`src/rtl/matrix_loader_if.sv`:
```
// ---------------------------------------------------------------------------
// matrix_loader_if
//   Bundles the load-control, element-stream and result-bus signals of the
//   matrix loader.
//
//   Load request : start, m_in[2:0], n_in[2:0]
//   Element beat : elem_data[7:0], elem_valid, elem_ready
//   Result bus   : m[2:0], n[2:0], matrices_out[399:0] ({B, A}),
//                  valid, busy, error
//
//   master : the producer of dimensions and elements (and consumer of the bus)
//   slave  : the loader itself
// ---------------------------------------------------------------------------
interface matrix_loader_if;
  logic         start;
  logic [2:0]   m_in;
  logic [2:0]   n_in;
  logic [7:0]   elem_data;
  logic         elem_valid;
  logic         elem_ready;
  logic [2:0]   m;
  logic [2:0]   n;
  logic [399:0] matrices_out;
  logic         valid;
  logic         busy;
  logic         error;

  modport master (
    output start, m_in, n_in, elem_data, elem_valid,
    input  elem_ready, m, n, matrices_out, valid, busy, error
  );

  modport slave (
    input  start, m_in, n_in, elem_data, elem_valid,
    output elem_ready, m, n, matrices_out, valid, busy, error
  );
endinterface

```
`src/rtl/matrix_loader.sv`:
```
// ---------------------------------------------------------------------------
// matrix_loader
//   Accepts a dimension pair (m, n) followed by a serial byte stream of
//   2*m*n elements and packs two m x n matrices row-major into a 400-bit bus:
//   A in bits [199:0], B in bits [399:200], element (i,j) at (i*5+j)*8.
//   Slots outside the m x n window are always zero.
//
//   clk    : single clock, rising edge
//   reset  : synchronous, active-high
//   bus    : matrix_loader_if.slave
//            start/m_in/n_in      - load request (legal dims 1..5)
//            elem_data/elem_valid - element stream, accepted when elem_ready
//            elem_ready           - high in LOAD_A/LOAD_B (from registered state)
//            m/n/matrices_out     - latched dims and packed {B, A}
//            valid                - both matrices complete, bus stable
//            busy                 - load in progress
//            error                - last start carried illegal dims
// ---------------------------------------------------------------------------
module matrix_loader (
  input  logic            clk,
  input  logic            reset,
  matrix_loader_if.slave  bus
);

  typedef enum logic [1:0] {IDLE, LOAD_A, LOAD_B, DONE} state_e;

  state_e       state_q;
  logic [2:0]   row_q;
  logic [2:0]   col_q;
  logic [2:0]   m_q;
  logic [2:0]   n_q;
  logic [399:0] mat_q;
  logic         valid_q;
  logic         busy_q;
  logic         error_q;

  logic         loading;
  logic         accept;
  logic         dims_legal;
  logic         last_col;
  logic         last_elem;
  logic [4:0]   slot;
  logic [8:0]   bit_base;

  assign loading    = (state_q == LOAD_A) || (state_q == LOAD_B);
  assign accept     = loading && bus.elem_valid;
  assign dims_legal = (bus.m_in != 3'd0) && (bus.m_in <= 3'd5) &&
                      (bus.n_in != 3'd0) && (bus.n_in <= 3'd5);
  assign last_col   = (col_q == n_q - 3'd1);
  assign last_elem  = last_col && (row_q == m_q - 3'd1);

  // Bit offset of the current element: slot*8 reaches 192 and B adds 200,
  // so 9 bits are needed to address bit 399.
  assign slot     = 5'(row_q) * 5'd5 + 5'(col_q);
  assign bit_base = {1'b0, slot, 3'b000} + ((state_q == LOAD_B) ? 9'd200 : 9'd0);

  // NOTE: every register below is assigned with <= so all of them sample the
  // pre-edge values together; mixing in = would make results order-dependent.
  always_ff @(posedge clk) begin
    if (reset) begin
      // NOTE: the 400-bit matrix register is cleared on reset on purpose --
      // downstream relies on unused slots reading as zero, so it is state,
      // not a scratch memory that could be left uninitialised.
      state_q <= IDLE;
      row_q   <= 3'd0;
      col_q   <= 3'd0;
      m_q     <= 3'd0;
      n_q     <= 3'd0;
      mat_q   <= '0;
      valid_q <= 1'b0;
      busy_q  <= 1'b0;
      error_q <= 1'b0;
    end else begin
      case (state_q)
        IDLE, DONE: begin
          if (bus.start) begin
            if (dims_legal) begin
              m_q     <= bus.m_in;
              n_q     <= bus.n_in;
              mat_q   <= '0;
              row_q   <= 3'd0;
              col_q   <= 3'd0;
              valid_q <= 1'b0;
              error_q <= 1'b0;
              busy_q  <= 1'b1;
              state_q <= LOAD_A;
            end else begin
              // Illegal request: keep the previous bus and dims untouched.
              error_q <= 1'b1;
              valid_q <= 1'b0;
              state_q <= IDLE;
            end
          end
        end

        LOAD_A, LOAD_B: begin
          // start is deliberately not looked at here; a load always runs out.
          if (accept) begin
            mat_q[bit_base +: 8] <= bus.elem_data;
            if (last_elem) begin
              row_q <= 3'd0;
              col_q <= 3'd0;
              if (state_q == LOAD_A) begin
                state_q <= LOAD_B;
              end else begin
                state_q <= DONE;
                valid_q <= 1'b1;
                busy_q  <= 1'b0;
              end
            end else if (last_col) begin
              col_q <= 3'd0;
              row_q <= row_q + 3'd1;
            end else begin
              col_q <= col_q + 3'd1;
            end
          end
        end
      endcase
    end
  end

  assign bus.elem_ready   = loading;
  assign bus.m            = m_q;
  assign bus.n            = n_q;
  assign bus.matrices_out = mat_q;
  assign bus.valid        = valid_q;
  assign bus.busy         = busy_q;
  assign bus.error        = error_q;

endmodule

```
`src/flat_wrapper.sv`:
```
// flat-port wrapper written by rule: the top's interface ports become plain ports
module matrix_loader_flat 
  (clk, reset, bus_start, bus_m_in, bus_n_in, bus_elem_data, bus_elem_valid, bus_elem_ready, bus_m, bus_n, bus_matrices_out, bus_valid, bus_busy, bus_error);
  matrix_loader_if bus_i ();
  input  logic clk;
  input  logic reset;
  input wire logic [$bits(bus_i.start)-1:0] bus_start;
  input wire logic [$bits(bus_i.m_in)-1:0] bus_m_in;
  input wire logic [$bits(bus_i.n_in)-1:0] bus_n_in;
  input wire logic [$bits(bus_i.elem_data)-1:0] bus_elem_data;
  input wire logic [$bits(bus_i.elem_valid)-1:0] bus_elem_valid;
  output wire logic [$bits(bus_i.elem_ready)-1:0] bus_elem_ready;
  output wire logic [$bits(bus_i.m)-1:0] bus_m;
  output wire logic [$bits(bus_i.n)-1:0] bus_n;
  output wire logic [$bits(bus_i.matrices_out)-1:0] bus_matrices_out;
  output wire logic [$bits(bus_i.valid)-1:0] bus_valid;
  output wire logic [$bits(bus_i.busy)-1:0] bus_busy;
  output wire logic [$bits(bus_i.error)-1:0] bus_error;
  assign bus_i.start = bus_start;
  assign bus_i.m_in = bus_m_in;
  assign bus_i.n_in = bus_n_in;
  assign bus_i.elem_data = bus_elem_data;
  assign bus_i.elem_valid = bus_elem_valid;
  assign bus_elem_ready = bus_i.elem_ready;
  assign bus_m = bus_i.m;
  assign bus_n = bus_i.n;
  assign bus_matrices_out = bus_i.matrices_out;
  assign bus_valid = bus_i.valid;
  assign bus_busy = bus_i.busy;
  assign bus_error = bus_i.error;
  matrix_loader u_core (.clk(clk), .reset(reset), .bus(bus_i));
endmodule
```
`config.mk`:
```
export PLATFORM = sky130hd
export DESIGN_NAME = matrix_loader_flat
export DESIGN_NICKNAME = d
export VERILOG_FILES = /design/src/rtl/matrix_loader_if.sv /design/src/rtl/matrix_loader.sv /design/src/flat_wrapper.sv
export SDC_FILE = /design/constraint.sdc
export NUM_CORES = 1
export LEC_CHECK = 0
export CAP_MARGIN = 20
export CORE_UTILIZATION = 48
export DETAILED_ROUTE_END_ITERATION = 10
export PLACE_DENSITY_LB_ADDON = 0.1
export SKIP_CTS_REPAIR_TIMING = 1
export SLEW_MARGIN = 20
export SYNTH_ARGS = -nofsm -noshare
export SYNTH_HDL_FRONTEND = slang
export SYNTH_SLANG_ARGS = --single-unit
```
`constraint.sdc`:
```
create_clock -name clk -period 5.2 [get_ports clk]
set_input_delay 1.3 -clock clk [delete_from_list [all_inputs] [get_ports clk]]
set_output_delay 1.3 -clock clk [all_outputs]
set_load 0.05 [all_outputs]
```
* Word level (Yosys, flattened, before mapping)
Cells that the tools add are included.
Cells by class: eq/ne operators 11, add/subtract/negate cells 7, div/mod/pow operators 0, shift operators 2, multipliers 1, order comparisons 2, reductions and logical operators 18, multiplexer cells 34, bitwise gates (word level) 0
Operators with widths (count):
- $mux W400 | 3
- $pmux W400 S2 | 1
- $bwmux W400 | 1
- $shift A8 B11 Y400 const A | 1
- $shiftx A8 B11 Y400 | 1
- $mux W3 | 8
- $mux W1 | 12
- $pmux W3 S2 | 2
- $neg A9 Y11 | 1
- $add A8 B9 Y9 | 1
- $reduce_and A3 Y1 | 3
- $mux W8 | 1
- $reduce_and A4 Y1 | 2
- $add A3 B1 Y3 const B | 2
- $eq A3 B3 Y1 | 2
- $le A3 B3 Y1 const B | 2
- $mux W2 | 3
- $ne A2 B1 Y1 const B | 3
- $reduce_bool A3 Y1 | 2
- $sub A3 B1 Y3 const B | 2
- $add A5 B3 Y5 | 1
- $logic_and A1 B1 Y1 | 5
- $mul A3 B3 Y5 const B | 1
- $reduce_and A5 Y1 | 1
- other kinds (10) | 14
Storage, ports and cells: ROM bits 0, output and inout port bits 410, memories kept 0, register bits 417, input bits 18, bits in latches 0, RAM bits 0

* Depth between registers and ports, before layout
depth after elaboration 8, gate-level depth with buffers 16, gate-level depth less buffers 13

* Least setup slack after synthesis
Ideal clock, no wire load.
path type reg-to-reg, start point register u_core.row_q[0], end point register u_core.mat_q[79] (netlist: u_core.bus.matrices_out[79]), cell stages (with the launch flop) 15, arrival time 3.899 ns, path slack 1.156 ns, clock period less this slack 4.044 ns, path buffers 1, library setup time 0.146 ns, path through dfxtp_1 ha_1 ha_1 ha_1 a21o_1 a21oi_1 xnor2_1 ha_1 and2_0 a311oi_2 nand3_1 and3_1 clkbuf_1 o211ai_1 o22ai_1
Between the ends: word-level cells in the longest chain between the ends 8, elaborated cells on any way between the ends 9, classes of those cells add/sub (3); mul (1); shift (2); mux (3)
RTL lines:
- start: declaration | line matrix_loader.sv:28 | logic [2:0] row_q;
- start signal: assignment | line matrix_loader.sv:112 | row_q <= row_q + 3'd1;
- $mul A3 B3 Y5 (*) | line matrix_loader.sv:54 | assign slot = 5'(row_q) * 5'd5 + 5'(col_q);
- $add A5 B3 Y5 (*) | line matrix_loader.sv:54
- $add A8 B9 Y9 (*) | line matrix_loader.sv:55 | assign bit_base = {1'b0, slot, 3'b000} + ((state_q == LOAD_B) ? 9'd200 : 9'd0);
- $neg A9 Y11 (*) | line matrix_loader.sv:99 | mat_q[bit_base +: 8] <= bus.elem_data;
- $shiftx A8 B11 Y400 or $shift A8 B11 Y400 (tied branches) | line matrix_loader.sv:99
- $bwmux W400 (*) | line matrix_loader.sv:99
- $mux W400 (*) | line matrix_loader.sv:98 | if (accept) begin
- $pmux W400 S2 (*) | line matrix_loader.sv:74 | case (state_q)
- end signal: indexed assignment | line matrix_loader.sv:99
- end: declaration | line matrix_loader.sv:32 | logic [399:0] mat_q;
Mark *: on every way between the ends. The rest lies on a longest branch, timed or not. The select of a mux whose other input is x is not followed. A chain may end at the register's enable or synchronous reset.

* Worst setup path in the final report
start point register u_core.row_q[2], end point register u_core.mat_q[214] (netlist: u_core.bus.matrices_out[214])
The elaborated chain is that of the path after synthesis.

==> flow_summary.ini <==
[cts]
clk_pin_slew_ns = 0.06
clock-sinks = 417
cts_buffers = 42
cts_max_path_buffers = 3
clk_latency_ns = 0.54
root_buffer = clkbuf_16
cts_tree = done
htree_levels = 2

[yosys]
synth_area_per_cell_um2 = 10.2
yosys.area.top_type = dfxtp_1
seq_area_frac_synth = 0.549
synth_edf_count = 0
ys_types = 68
yosys-top-cells-area = dfxtp_1 (55%), a22o_1 (6.5%), nand2_1 (5.6%), o2bb2ai_1 (4.5%), o22ai_1 (4.0%)
synth_top_area_frac = 0.549
ys_ff_latch = 417
syn_nets = 1529
syn_inst = 1490
async_flop_share = 0
netlist_area_um2 = 15200
synth_warnings = 0
synthFlopType = dfxtp_1

[cells_and_area]
area_delta_synth_final_pct = 41.7
final_cell_mix = clkdlybuf4s50_1 (426), dfxtp_1 (417), nand2_1 (228), a22o_1 (112), o22ai_1 (97)
drive_gt1_frac = 0.0795
final_common_cell = clkdlybuf4s50_1
final_cell_area_um2 = 21500
antenna_cells = 0
layout.nets = 1968

[setup_path]
crit_buf_inv = 1
r2r-start = u_core.row_q[2]
cp-end-kind = register
worstSetupPathType = register to register
crit_chain = ha_1 > ha_1 > ha_1 > a21o_1 > a21oi_1 > xnor2_1 > ha_1 > and2_0 > a311o_1 > nor2_1 > mux2_2 > buf_4 > a21oi_1 > o2bb2ai_1
cp-startpoint = u_core.row_q[2]
slowest_stage = a311o_1
cp_max_fo = 19
crit_arrival_ns = 5.43
critPathLaunchType = register
required_ns = 5.66
cp_common_cell = ha_1
crit_family = compound AO/OA/AOI/OAI gates
cpPeakStageDelay_ns = 0.62

[die]
fp-row-count = 64
die_x_um = 180
core-area_um2 = 30900
dieArea_um2 = 32400
dieHeight_um = 180
start_util = 0.492
io_pins = 428

[grt]
grt_max_degree = 99
grt_pass1_wl_mm = 84.6
antenna_found_initial = 0
grt_usage = 0.336
grt_pass1_vias = 13900
grt-ovfl-total = 0

[worst_hold_path]
hold_path_class = register to register
min_from = u_core.bus.matrices_out[65]

[sta]
period_share = 0.955
slew-limit-headroom = 0.411
finalClockSkew_ns = 0.0165
whs_ns = 0.458
hold_viol = 0
max_freq_mhz = 201
worst_slew_pin_slew_ns = 0.872
post-route-worst-setup-slack_ns = 0.234
grt_setup_unrepaired = false
period_minus_slack_ns = 4.97
tns_ns = 0
slew_viol_final = 0
setup_viol = 0

[placed_design]
io_buffers = 427
place.gp.congestion = 0.967
hpwl_mm = 40.4
dpl_worst_slack_ns = 0.355
dpl_cell_area_um2 = 20000

[pwr]
power.leakage_nw = 7.61
vdd_drop_max_mv = 0.275
power_density_nw_per_um2 = 318
finalPower_w = 0.00685

[flow_run]
drv_cap = 0

[routing]
drt_pass1_iterations = 9
vias = 14400
wl_met1_mm = 22.9
routedWlPerCell_um = 24.0
drcViolationCount = 21
drtIter0Drc = 1476
final_antenna_net_count = 0
totalWireLength_mm = 56.5
dr_wl_met2_mm = 26.1
routed-wl-met3_mm = 5.08
top_layer = met4
vias_per_cell = 6.12

[outcome]
violations = DRC
status = finished, violations left
==> Yosys cell counts, types with 4 or more instances <==
cell	number
ha_1	20
o22ai_1	97
nand3_1	64
and3_1	8
xnor2_1	5
nor2b_1	5
nor3_2	7
and2_1	13
a21o_1	5
a21oi_1	57
a31oi_1	5
inv_1	9
nand4_1	10
nor2_1	50
nand2_1	228
clkbuf_1	55
o2111ai_1	7
a21boi_2	8
o2bb2ai_1	78
a22o_1	112
nor4_1	12
mux2i_1	33
nor3_1	9
o211ai_1	17
o21ai_0	36
or3_1	5
dfxtp_1	417
o21a_1	4
a32o_1	31
xor2_1	9
buf_2	14
==> sequential cells by signal, indices dropped and copies added, names as in the netlist <==
register                 count
u_core.state_q               2
u_core.bus.busy              1
u_core.bus.valid             1
u_core.bus.matrices_out    400
u_core.col_q                 3
u_core.bus.n                 3
u_core.row_q                 3
u_core.bus.error             1
u_core.bus.m                 3
==> stage by stage <==
step | cells | util
4_1_cts | 2358 | 0.697
5_1_grt | 2358 | 0.697
3_3_place_gp | 2281 | 0.647
3_5_place_dp | 2281 | 0.647
2_1_floorplan | 1490 | -
6_report | 2358 | 0.697
==> metal layers <==
| metal | GRT usage | up-vias |
|---|---|---|
| li1 | - | 6465 |
| met1 | 0.421 | 7091 |
| met2 | 0.547 | 737 |
| met3 | 0.0823 | 142 |
| met4 | 0.150 | 0 |
| met5 | 0 | - |
==> kinds of logic (layout without fill, tap and decap cells) <==
logic type                 count (synthesis)  after routing  synth area share
AOI/OAI and AO/OA                        484            484             0.243
muxes                                     36             36            0.0241
adders and majority gates                 21             21            0.0178
and+or+nand+nor                          430            430             0.129
xor gates and xnor gates                  19             19            0.0147
DFF                                      417            417             0.549
buffers and inverters                     83            555            0.0222
==> worst register-to-register path, cell delays in order, from the launching register on <==
cell and delay (ns):
dfxtp_1 0.45, ha_1 0.29, ha_1 0.31, ha_1 0.28, a21o_1 0.17, a21oi_1 0.17
xnor2_1 0.09, ha_1 0.38, and2_0 0.38, a311o_1 0.62, nor2_1 0.23, mux2_2 0.47
buf_4 0.28, a21oi_1 0.58, o2bb2ai_1 0.20
==> final cells by class <==
class	instances	area, um^2
Fill cell	2333	9370
Sequential cell	417	8350
Multi-Input combinational cell	990	6530
Timing Repair Buffer	469	4610
Clock buffer	60	1270
Tap cell	396	495
Clock inverter	17	256
Inverter	9	33.8
==> worst paths after layout <==
check	endpoint	slack, ns	cells after the start
max	u_core.bus.matrices_out[214]	0.23	14
min	u_core.bus.matrices_out[65]	0.46	2
max reg2reg	u_core.bus.matrices_out[214]	0.23	14
min reg2reg	u_core.bus.matrices_out[65]	0.46	2
==> power by group <==
group / total, W / switching [W] / internal [W]
registers: 0.00321 / 0.00000708 / 0.00320
clock network: 0.00328 / 0.00128 / 0.00201
logic: 0.000360 / 0.000274 / 0.0000858
total: 0.00685 / 0.00156 / 0.00529
No activity file was read; power rests on OpenSTA's default activity.
